[src/rtl/frame_transmitter.sv]
// frame_transmitter: buffers a 1..MAX_WORDS payload and emits
// HEADER|CHAN|DATA|CRC|TRAILER frames on a 16-bit word bus.
//
// Ports:
//   clk_in, rst_n (async, active low)
//   start / start_ready    frame request handshake, IDLE only
//   channel, len_words     one-hot channel and payload length,
//                          sampled on an accepted start
//   crc_inject             send ~crc (FRAME_TX_CRC_INJ_EN only)
//   s_data/s_valid/s_ready payload load, first word is the MSW
//   data_out, frame_act    framed word stream and frame strobe
//   done                   pulse on the last trailer word
//   cfg_err                pulse after a rejected start
//
// Build option: FRAME_TX_CRC_INJ_EN adds the crc_inject port.
module frame_transmitter #(
  parameter logic [31:0] HEADER    = 32'hE0E0E0E0,
  parameter logic [31:0] TRAILER   = 32'h0E0E0E0E,
  parameter int          MAX_WORDS = 8,
  parameter int          GAP_WORDS = 1
) (
  input  logic        clk_in,
  input  logic        rst_n,
  input  logic        start,
  output logic        start_ready,
  input  logic [7:0]  channel,
  input  logic [3:0]  len_words,
`ifdef FRAME_TX_CRC_INJ_EN
  input  logic        crc_inject,
`endif
  input  logic [15:0] s_data,
  input  logic        s_valid,
  output logic        s_ready,
  output logic [15:0] data_out,
  output logic        frame_act,
  output logic        done,
  output logic        cfg_err
);

  localparam int IW =
    (MAX_WORDS > 1) ? $clog2(MAX_WORDS) : 1;
  localparam int GW =
    (GAP_WORDS > 1) ? $clog2(GAP_WORDS) : 1;
  localparam logic [3:0] LEN_MAX = 4'(MAX_WORDS);
  localparam logic [GW-1:0] GAP_LAST =
    GW'(GAP_WORDS - 1);

  typedef enum logic [3:0] {
    S_IDLE,
    S_LOAD,
    S_HDR_H,
    S_HDR_L,
    S_CHAN,
    S_DATA,
    S_CRC,
    S_TRL_H,
    S_TRL_L,
    S_GAP
  } state_t;

  state_t state_q, state_d;

  logic [15:0]   mem_q [MAX_WORDS];
  logic [7:0]    chan_q;
  logic [3:0]    len_q;
  logic [3:0]    idx_q, idx_d;
  logic [15:0]   crc_q, crc_d;
  logic [GW-1:0] gap_q, gap_d;
  logic [15:0]   crc_tx;
  logic          idle;
  logic          cfg_ok;
  logic          last_idx;

  // Parallel form of the MSB-first XMODEM shift:
  // with a 16-bit word the data folds into the
  // register up front, then 16 plain shifts.
  function automatic logic [15:0] crc16_upd(
    input logic [15:0] c,
    input logic [15:0] w
  );
    logic [15:0] r;
    r = c ^ w;
    for (int i = 0; i < 16; i++) begin
      if (r[15]) r = {r[14:0], 1'b0} ^ 16'h1021;
      else       r = {r[14:0], 1'b0};
    end
    return r;
  endfunction

  assign idle        = (state_q == S_IDLE);
  assign start_ready = idle;
  assign s_ready     = (state_q == S_LOAD);
  assign last_idx    = (idx_q == (len_q - 4'd1));

  // One-hot: non-zero with no second bit set.
  assign cfg_ok =
    (channel != 8'h00) &&
    ((channel & (channel - 8'h01)) == 8'h00) &&
    (len_words != 4'h0) &&
    (len_words <= LEN_MAX);

`ifdef FRAME_TX_CRC_INJ_EN
  logic inj_q;

  always_ff @(posedge clk_in or negedge rst_n) begin
    if (!rst_n) begin
      inj_q <= 1'b0;
    end else if (idle && start && cfg_ok) begin
      inj_q <= crc_inject;
    end
  end

  assign crc_tx = inj_q ? ~crc_q : crc_q;
`else
  assign crc_tx = crc_q;
`endif

  always_comb begin
    state_d   = state_q;
    idx_d     = idx_q;
    crc_d     = crc_q;
    gap_d     = gap_q;
    data_out  = 16'h0000;
    frame_act = 1'b0;
    done      = 1'b0;
    unique case (state_q)
      S_IDLE: begin
        if (start && cfg_ok) begin
          state_d = S_LOAD;
          idx_d   = 4'd0;
          crc_d   = 16'h0000;
        end
      end
      S_LOAD: begin
        if (s_valid) begin
          crc_d = crc16_upd(crc_q, s_data);
          if (last_idx) begin
            state_d = S_HDR_H;
            idx_d   = 4'd0;
          end else begin
            idx_d = idx_q + 4'd1;
          end
        end
      end
      S_HDR_H: begin
        data_out  = HEADER[31:16];
        frame_act = 1'b1;
        state_d   = S_HDR_L;
      end
      S_HDR_L: begin
        data_out  = HEADER[15:0];
        frame_act = 1'b1;
        state_d   = S_CHAN;
      end
      S_CHAN: begin
        data_out  = {8'h00, chan_q};
        frame_act = 1'b1;
        state_d   = S_DATA;
      end
      S_DATA: begin
        data_out  = mem_q[idx_q[IW-1:0]];
        frame_act = 1'b1;
        if (last_idx) begin
          state_d = S_CRC;
          idx_d   = 4'd0;
        end else begin
          idx_d = idx_q + 4'd1;
        end
      end
      S_CRC: begin
        data_out  = crc_tx;
        frame_act = 1'b1;
        state_d   = S_TRL_H;
      end
      S_TRL_H: begin
        data_out  = TRAILER[31:16];
        frame_act = 1'b1;
        state_d   = S_TRL_L;
      end
      S_TRL_L: begin
        data_out  = TRAILER[15:0];
        frame_act = 1'b1;
        done      = 1'b1;
        state_d   = S_GAP;
        gap_d     = '0;
      end
      S_GAP: begin
        if (gap_q == GAP_LAST) begin
          state_d = S_IDLE;
        end else begin
          gap_d = gap_q + 1'b1;
        end
      end
      default: begin
        state_d = S_IDLE;
      end
    endcase
  end

  always_ff @(posedge clk_in or negedge rst_n) begin
    if (!rst_n) begin
      state_q <= S_IDLE;
      idx_q   <= 4'd0;
      crc_q   <= 16'h0000;
      gap_q   <= '0;
      chan_q  <= 8'h00;
      len_q   <= 4'd0;
      cfg_err <= 1'b0;
    end else begin
      state_q <= state_d;
      idx_q   <= idx_d;
      crc_q   <= crc_d;
      gap_q   <= gap_d;
      cfg_err <= idle && start && !cfg_ok;
      if (idle && start && cfg_ok) begin
        chan_q <= channel;
        len_q  <= len_words;
      end
    end
  end

  // Payload store; stale contents are harmless
  // because every word is rewritten before use.
  always_ff @(posedge clk_in) begin
    if (s_ready && s_valid) begin
      mem_q[idx_q[IW-1:0]] <= s_data;
    end
  end

endmodule
[config.mk]
export PLATFORM = sky130hd
export DESIGN_NAME = frame_transmitter
export DESIGN_NICKNAME = d
export VERILOG_FILES = /design/src/rtl/frame_transmitter.sv
export SDC_FILE = /design/constraint.sdc
export NUM_CORES = 1
export LEC_CHECK = 0
export BUFFER_PORTS_ARGS = -buffer_cell sky130_fd_sc_hd__buf_2
export CORE_UTILIZATION = 40
export CTS_CLUSTER_DIAMETER = 200
export DETAILED_ROUTE_END_ITERATION = 10
export GPL_ROUTABILITY_DRIVEN = 0
export PLACE_DENSITY = 0.63
export SLEW_MARGIN = 30
export SYNTH_ARGS = -nofsm -noshare
export SYNTH_HDL_FRONTEND = slang
export SYNTH_SLANG_ARGS = --single-unit
[constraint.sdc]
create_clock -name clk_in -period 5.3 [get_ports clk_in]
set_clock_uncertainty 0.15 [all_clocks]
set_input_delay 0.53 -clock clk_in [delete_from_list [all_inputs] [get_ports clk_in]]
set_output_delay 0.53 -clock clk_in [all_outputs]
set_load 0.01 [all_outputs]
==> out/metrics.yaml, run 1 <==
worst_setup_path:
  startpoint_type: "flop"
  worstPathArrival_ns: 2.99
  crit_slowest_cell: "dfrtp_2"
  required_ns: 4.62
  critical_path.cell_chain: "buf_4 > nor2b_1 > a21oi_1 > o211ai_1 > a32oi_1 > nor2_1 > buf_2"
  max_stage_delay_ns: 0.78
  path_class: "reg -> out"
  endpoint_kind: "output port"
  path_max_fanout: 30
place:
  dp_hpwl_mm: 12.0
  place_area_mm2: 0.00815
  io_buffers: 52
power_and_ir_drop:
  leakage_nw: 3.21
  total_power_w: 0.00519
  ir_worst_vdd_uv: 323
  p_per_area_mw_per_mm2: 596
floorplanning:
  fp.dieW_um: 140
  placementRows: 50
  die_area_mm2: 0.0195
  initial_utilization_pct: 40.7
  ios: 53
  coreArea_mm2: 0.0186
  die_h_um: 140
logic_synthesis:
  yosys.area_share.adder_pct: 0.462
  syn-cell-area_mm2: 0.00759
  synth_edf_count: 128
  synth.net_count: 572
  synth_xor_area_share_pct: 8.03
  synthTopCellsByArea: "edfxtp_1 51%, dfrtp_1 12%, mux2_2 3.7%"
  synth_top_area_share_pct: 50.7
  yosys.area_share.simple_pct: 6.61
  synth-seq-cells: 165
  async_reset_ff_share_pct: 22.4
  yosysUniqueCellTypes: 52
  synth_top_area_cell: "edfxtp_1"
  synthMuxAreaShare_pct: 10.2
  syn_area_per_cell_um2: 14.1
  synth_ff_type: "edfxtp_1"
  ys_seq_area_share_pct: 62.9
  synth_top_family_by_area: "multiplexers"
  ys_warn_count: 0
  synth_compound_area_share_pct: 9.55
  syn_inst: 538
timing:
  fin_crit_ns: 3.67
  setup_viol: 0
  hold_violations: 0
  slew_viol_final: 0
  tightest_slew_ns: 0.872
  rsz0062_at_grt: "no"
  clock.fmax_mhz: 273
  timing.hold.ws_ns: 0.0679
  fin_tns_setup_ns: 0
  post-route-period-util_pct: 69.2
  relSlewSlack_pct: 41.8
cts:
  cts_setup_buffers: 0
  clkTransAtPathRegs_ns: 0.07
  numCtsBuffers: 17
  cts-hold-fix-buffers: 0
  clockRootBuffer: "clkbuf_16"
  clockBufferDepth: 2
  numClockSinks: 165
  cts_resized: 0
  cts_tree: "done"
  ctsHtreeMaxLevel: 4
  insertion_delay_ns: 0.43
grt:
  grt_busiest_layer: "met2"
  grt_use_met2_pct: 32.3
  grt_pass1_vias: 4867
  grt_pass1_wl_mm: 28.3
  grt_usage_pct: 19.5
  met1_usage_pct: 25.6
  antenna_found_initial: 0
  grt_start_max_net_pins: 38
  grtUsageMet3_pct: 4.13
  globalRouteOverflowTotal: 0
route:
  viasPerCell: 5.73
  num_vias: 4811
  drc: 0
  ant_nets: 0
  drt_iter0_drc: 384
  firstDrtPassIters: 5
  wl_per_cell_um: 21.6
  wirelength_mm: 18.2
outcome:
  status: "finished, final reports clean"
min_path:
  min_path_type: "in -> async"
finish:
  synthToLayoutAreaGrowth_pct: 14.7
  nNetsFinal: 626
  layout_common_cells: "128 x edfxtp_1, 52 x buf_2, 34 x dfrtp_1"
  layout-drive-gt1-share_pct: 24.5
  final_cell_area_mm2: 0.00870
  final_common_cell: "edfxtp_1"
  antenna_cells: 0
run:
  cap_violations: 0
## metrics by stage
stage	util [%]	worst slack (ns)	std cells
after floorplan	-	1.43	538
after global placement	43.7	2.08	807
after detailed placement	43.7	1.97	807
after CTS	46.7	1.58	839
after global routing	46.7	1.38	839
final	46.7	1.63	839
## final timing paths
path / from / cells after the start / to / slack (ns)
hold / removal: rst_n / 1 / cfg_err$_DFF_PN0_ / 0.07
setup reg to reg: state_q[1]$_DFFE_PN0P_ / 7 / mem_q[3][6]$_DFFE_PP_ / 2.01
max in group asynchronous: rst_n / 1 / idx_q[1]$_DFFE_PN0P_ / 4.33
min in group clk_in: start / 3 / cfg_err$_DFF_PN0_ / 0.18
hold reg to reg: chan_q[1]$_DFFE_PN0P_ / 1 / chan_q[1]$_DFFE_PN0P_ / 0.37
setup / recovery: idx_q[1]$_DFFE_PN0P_ / 7 / data_out[13] / 1.63
## per-layer routing
layer	routed length, µm	share of wire, %	vias to the layer above
met5	0	0	-
met4	257	1.4	0
met3	966	5.3	24
met2	9120	50	150
met1	7810	43	2482
li1	-	-	2155
## cell usage after synthesis (5+ instances only)
master / instances
a22oi_1: 8
a221oi_1: 5
xnor2_1: 32
nor3_1: 10
a22o_1: 9
xor2_1: 15
edfxtp_1: 128
or3_1: 5
o21ai_0: 27
dfrtp_1: 37
mux2i_1: 21
clkbuf_1: 15
a32oi_1: 6
mux2_2: 25
a21oi_1: 17
nand3_1: 14
mux4_2: 12
o21ai_1: 7
nand2b_1: 7
nor2b_1: 11
buf_1: 7
o22ai_1: 8
inv_1: 14
buf_2: 8
nor2_1: 26
nand2_1: 17
## worst max-delay path, delay by kind of cell (launching register included)
family	cells	cell delay (ns)
DFF	1	0.78
and+or+nand+nor	2	0.63
AOI/OAI and AO/OA	3	0.57
buffers and inverters	2	0.55
## kinds of logic (layout without fill, tap and decap cells)
logic type	count (synthesis)	after routing
xor+xnor	57	57
simple gates	100	100
flops	165	165
compound gates	110	110
buf+inv	44	111
mux	59	59
fa+ha+maj	3	3
## power breakdown
group          internal (W)  switching, W
logic               0.00101       0.00119
registers           0.00157      0.000253
clock network      0.000650      0.000516
## area by class of cell
cell class                 count  area, µm²
fill                        1638       9940
sequential                   165       4770
multi-input combinational    329       2670
clock buffer                  18        429
timing repair buffer          65        358
tap                          234        293
clock inverter                14        129
inverter                      14       52.6
## registers in the layout (all words and copies together), names as in the netlist
register / count
mem_q: 128
crc_q: 16
chan_q: 8
idx_q: 4
len_q: 4
state_q: 4
cfg_err: 1
(Power assumes the default switching activity.)
==> run 2, diff against run 1 <==
--- a/config.mk
+++ b/config.mk
@@ -10,7 +10,7 @@
 export CTS_CLUSTER_DIAMETER = 200
 export DETAILED_ROUTE_END_ITERATION = 10
 export GPL_ROUTABILITY_DRIVEN = 0
-export PLACE_DENSITY = 0.63
+export PLACE_DENSITY = 0.65
 export SLEW_MARGIN = 30
 export SYNTH_ARGS = -nofsm -noshare
 export SYNTH_HDL_FRONTEND = slang
==> constraint.sdc (replaced) <==
create_clock -name clk_in -period 3.1 [get_ports clk_in]
set_clock_uncertainty 0.15 [all_clocks]
set_input_delay 0.31 -clock clk_in [delete_from_list [all_inputs] [get_ports clk_in]]
set_output_delay 0.31 -clock clk_in [all_outputs]
set_load 0.01 [all_outputs]
==> run 2 against run 1 <==
The flow now finishes with violations (DRC). Worst hold slack worse by 0.046 ns. Sequential power up 66%. Critical path depth unchanged. Via count is essentially flat. Sequential share of layout area down 1.6 points. Total power grew 76%. Clock power is 85% higher. Register-to-register slack worse by 1.4 ns. Worst setup slack worse by 1.5 ns. Die area unchanged. Wire length increased by 1.5%. Final cell count up 2.9%. Largest power group unchanged.
==> out/metrics.yaml, run 2 (synthesis gave the netlist of run 1 again) <==
cts:
  clockBufferDepth: 2
  ctsHtreeMaxLevel: 4
  cts_setup_buffers: 0
  insertion_delay_ns: 0.43
  numCtsBuffers: 17
  clkTransAtPathRegs_ns: 0.07
  numClockSinks: 165
  cts_tree: "done"
  clockRootBuffer: "clkbuf_16"
worst_setup_path:
  r2r_start: "state_q[3]$_DFFE_PN0P_"
  path_max_fanout: 25
  endpoint_kind: "output port"
  worstPathArrival_ns: 2.52
  path_class: "reg -> out"
  required_ns: 2.64
  startpoint_type: "flop"
  critPathLaunch: "idx_q[1]$_DFFE_PN0P_"
min_path:
  min_path_type: "in -> reg"
  min-delay-start: "channel[0]"
timing:
  timing.hold.ws_ns: 0.0217
  fin_crit_ns: 2.98
  rsz0062_at_grt: "no"
  slew_viol_final: 0
  relSlewSlack_pct: 41.8
  hold_violations: 0
  clock.fmax_mhz: 336
  fin_tns_setup_ns: 0
  tightest_slew_ns: 0.873
  post-route-period-util_pct: 96.1
  setup_viol: 0
power_and_ir_drop:
  leakage_nw: 3.34
  p_per_area_mw_per_mm2: 1020
  ir_worst_vdd_uv: 657
route:
  drt_iter0_drc: 317
  ant_nets: 0
  firstDrtPassIters: 8
  num_vias: 4814
  wl_per_cell_um: 21.3
  drc: 1
  wirelength_mm: 18.4
  viasPerCell: 5.58
floorplanning:
  placementRows: 50
  ios: 53
  coreArea_mm2: 0.0186
  initial_utilization_pct: 40.7
  die_h_um: 140
  die_area_mm2: 0.0195
  fp.dieW_um: 140
run:
  cap_violations: 0
grt:
  grt_pass1_vias: 4997
  antenna_found_initial: 0
  grt_usage_pct: 20.1
  grt_start_max_net_pins: 38
  grt_pass1_wl_mm: 28.9
  globalRouteOverflowTotal: 0
finish:
  antenna_cells: 0
  layout-drive-gt1-share_pct: 26.1
  final_common_cell: "edfxtp_1"
  finalNonFillerCells: 863
  nNetsFinal: 650
  final_cell_area_mm2: 0.00898
  largest_register_ffs: 128
  synthToLayoutAreaGrowth_pct: 18.3
  layout_common_cells: "128 x edfxtp_1, 52 x buf_2, 34 x dfrtp_1"
  utilization_pct: 48.2
place:
  place_area_mm2: 0.00826
  dp_hpwl_mm: 12.4
  place_inst: 821
  io_buffers: 52
outcome:
  failed_checks: "DRC"
  status: "finished with violations"
[run 2: cell types whose count changed in the layout (fill, tap and decap cells not counted), moves of 2 or more]
cell	previous run	this run
buf_4	13	27
bufinv_16	1	3
clkinv_4	5	3
dfrtp_2	3	0
dfrtp_4	0	3
dlygate4sd3_1	0	10
inv_6	2	4
[run 2: per-layer routing]
layer	part of all wire [%]	routed length, µm	track usage [%]	vias to the layer above
li1	-	-	-	2204
met1	44	8170	27.2	2431
met2	49	8960	32.7	157
met3	5.6	1030	4.40	22
met4	1.4	257	5.38	0
met5	0	0	0	-
[run 2: worst max-delay path, stage by stage (launching register included)]
cell	delay [ns]
dfrtp_4	0.59
buf_4	0.27
nor2b_1	0.19
a211oi_1	0.29
a21oi_1	0.09
a21oi_1	0.31
o22ai_1	0.15
buf_2	0.18
[run 2: final timing paths]
path / endpoint / slack [ns] / depth (start not counted)
max in group asynchronous: idx_q[0]$_DFFE_PN0P_ / 1.77 / 2
max reg2reg: mem_q[2][5]$_DFFE_PP_ / 0.62 / 6
min in group asynchronous: len_q[2]$_DFFE_PN0P_ / 0.38 / 2
min reg2reg: chan_q[5]$_DFFE_PN0P_ / 0.37 / 1
max: data_out[0] / 0.12 / 7
min: chan_q[0]$_DFFE_PN0P_ / 0.02 / 2
[run 2: area by class of cell]
cell class / count / area [µm²]
Sequential cell: 165 / 4780
Clock inverter: 15 / 179
Inverter: 14 / 52.6
Timing Repair Buffer: 89 / 563
Fill cell: 1634 / 9670
Clock buffer: 17 / 425
Tap cell: 234 / 293
Multi-Input combinational cell: 329 / 2680
[run 2: report_power, final]
| part | leakage [nW] | switching [W] | internal, W |
|---|---|---|---|
| clock network | 0.290 | 0.000889 | 0.00127 |
| logic | 1.42 | 0.00212 | 0.00181 |
| registers | 1.63 | 0.000334 | 0.00269 |
[run 2: metrics by stage]
step | power [W] | worst slack, ns
after global routing | 0.00964 | 0.0409
after floorplan | 0.00587 | -0.321
after global placement | 0.00687 | 0.531
after CTS | 0.00914 | 0.0200
after detailed placement | 0.00694 | 0.493
final | 0.00913 | 0.120
[run 2: repair_timing]
| action | CTS | global route |
|---|---|---|
| gates resized for setup | 0 | 5 |
| hold buffers | 10 | 0 |
| endpoints found under the hold margin | 46 | 0 |
| endpoints found under the setup margin | 0 | 5 |
==> run 3, diff against run 2 <==
--- a/config.mk
+++ b/config.mk
@@ -6,11 +6,11 @@
 export NUM_CORES = 1
 export LEC_CHECK = 0
 export BUFFER_PORTS_ARGS = -buffer_cell sky130_fd_sc_hd__buf_2
-export CORE_UTILIZATION = 40
+export CORE_UTILIZATION = 50
 export CTS_CLUSTER_DIAMETER = 200
 export DETAILED_ROUTE_END_ITERATION = 10
 export GPL_ROUTABILITY_DRIVEN = 0
-export PLACE_DENSITY = 0.65
+export PLACE_DENSITY = 0.77
 export SLEW_MARGIN = 30
 export SYNTH_ARGS = -nofsm -noshare
 export SYNTH_HDL_FRONTEND = slang
==> run 3 against run 2 <==
The run now ends clean. Combinational power increased by 2%. Global-route usage increased by 4.4 points. Utilization increased by 12 points. Worst hold slack about the same. First-iteration DRC count increased by 70%.
==> out/metrics.yaml, run 3 (synthesis gave the netlist of run 1 again) <==
finish:
  antenna_cells: 0
  layout-drive-gt1-share_pct: 26.2
  num-fill-cells: 1099
  utilization_pct: 60.6
  layout_common_cells: "128 x edfxtp_1, 52 x buf_2, 34 x dfrtp_1"
  synthToLayoutAreaGrowth_pct: 17.0
  regArea_mm2: 0.00478
  multi_input_comb_area_mm2: 0.00268
  final_common_cell: "edfxtp_1"
  largest_register_ffs: 128
  nNetsFinal: 651
timing:
  clock.fmax_mhz: 339
  tightest_slew_ns: 0.872
  rsz0062_at_grt: "no"
  slew_viol_final: 0
  relSlewSlack_pct: 41.9
  post-route-period-util_pct: 95.1
  fin_tns_setup_ns: 0
  fin_crit_ns: 2.95
  timing.hold.ws_ns: 0.0217
  setup_viol: 0
  hold_violations: 0
power_and_ir_drop:
  power_frac_comb_pct: 44.7
  ir_worst_vdd_uv: 660
  p_sw_w: 0.00334
  leakage_nw: 3.33
  internal_power_w: 0.00568
  p_per_area_mw_per_mm2: 1020
  seq_power_share_pct: 33.0
  clockPowerShare_pct: 22.3
  p_sw_share_pct: 37.0
run:
  cap_violations: 0
route:
  wl_met3_mm: 1.27
  top_layer: "met4"
  viasPerCell: 6.14
  ant_nets: 0
  num_vias: 5002
  drc: 0
  wl_met2_mm: 8.99
  drt_iter0_drc: 540
  wl_per_cell_um: 22.2
  met1Wirelength_mm: 7.31
  firstDrtPassIters: 6
  wirelength_mm: 18.1
cts:
  insertion_delay_ns: 0.43
  numClockSinks: 165
  clockBufferDepth: 2
  numCtsBuffers: 17
  clkTransAtPathRegs_ns: 0.06
  clockRootBuffer: "clkbuf_16"
  ctsHtreeMaxLevel: 4
  cts_setup_buffers: 0
  cts_tree: "done"
grt:
  globalRouteOverflowTotal: 0
  antenna_found_initial: 0
  grt_usage_pct: 24.5
  grt_start_max_net_pins: 38
  grt_pass1_wl_mm: 28.1
  grt_pass1_vias: 5031
floorplanning:
  coreArea_mm2: 0.0146
  placementRows: 44
  ios: 53
  die_area_mm2: 0.0157
  initial_utilization_pct: 51.8
  die_h_um: 125
  fp.dieW_um: 125
worst_setup_path:
  required_ns: 2.64
  worstPathArrival_ns: 2.49
  path_class: "reg -> out"
  endpoint_kind: "output port"
  startpoint_type: "flop"
  path_max_fanout: 18
  ff2ff_path_depth: 7
place:
  dp_hpwl_mm: 12.3
  io_buffers: 52
outcome:
  status: "finished, final reports clean"
min_path:
  min_path_cells: 2
  min_path_type: "in -> reg"
==> run 3: cell types whose count changed in the layout (fill, tap and decap cells not counted), moves of 2 or more <==
cell	before	now
dlygate4sd3_1	10	8
clkinvlp_4	2	4
dfrtp_2	0	2
dfrtp_4	3	1
inv_6	4	2
buf_6	0	2
clkinv_4	3	0
clkinv_2	1	5
==> run 3: cell type report <==
class                      instances  share of cell area [%]
sequential                       165                    53.8
multi-input combinational        329                    30.2
timing repair buffer              90                    6.46
clock buffer                      18                    4.84
tap                              184                    2.59
clock inverter                    14                    1.54
inverter                          14                   0.592
==> run 3: power groups by stage <==
| stage | clock, W | sequential (W) | combinational (W) |
|---|---|---|---|
| 2_1_floorplan | 0 | 0.00285 | 0.00302 |
| 3_3_place_gp | 0 | 0.00298 | 0.00384 |
| 3_5_place_dp | 0 | 0.00300 | 0.00395 |
| 4_1_cts | 0.00203 | 0.00296 | 0.00400 |
| 5_1_grt | 0.00213 | 0.00301 | 0.00438 |
| 6_report | 0.00201 | 0.00298 | 0.00403 |
==> run 3: what timing repair did <==
| action | 4_1_cts | 5_1_grt |
|---|---|---|
| resized for setup | 0 | 4 |
| endpoints found under the setup margin | 0 | 6 |
| hold endpoints to repair | 44 | 0 |
| hold buffers | 8 | 0 |
==> run 3: per-stage QoR <==
stage	total power [W]	worst slack, ns	area, µm²	cells
2_1_floorplan	0.00587	-0.321	7600	538
3_3_place_gp	0.00682	0.610	8220	774
3_5_place_dp	0.00696	0.513	8220	774
4_1_cts	0.00900	0.0500	8870	814
5_1_grt	0.00951	0.00588	8880	814
6_report	0.00902	0.151	8880	814
==> run 3: worst paths after layout <==
kind                                         end  slack, ns                   start
setup / recovery                     data_out[0]       0.15    idx_q[2]$_DFFE_PN0P_
hold / removal             chan_q[2]$_DFFE_PN0P_       0.02              channel[2]
setup reg to reg           crc_q[12]$_DFFE_PN0P_       0.50  state_q[0]$_DFFE_PN0P_
hold reg to reg            chan_q[1]$_DFFE_PN0P_       0.36   chan_q[1]$_DFFE_PN0P_
max in group asynchronous   idx_q[2]$_DFFE_PN0P_       1.76                   rst_n
min in group asynchronous      cfg_err$_DFF_PN0_       0.39                   rst_n
==> run 3: metal layers <==
| layer | vias up | GRT usage (%) |
|---|---|---|
| met2 | 235 | 39.8 |
| met1 | 2527 | 31.8 |
| met4 | 0 | 9.90 |
| met3 | 38 | 5.95 |
| li1 | 2202 | - |
| met5 | - | 0 |
==> run 3: worst max-delay path: stages, from the launching register on <==
cell,delay (ns)
dfrtp_4,0.57
buf_6,0.24
mux2i_1,0.25
nor2_1,0.06
a211oi_1,0.31
a21oi_1,0.08
a21oi_1,0.21
o22ai_1,0.15
buf_2,0.19
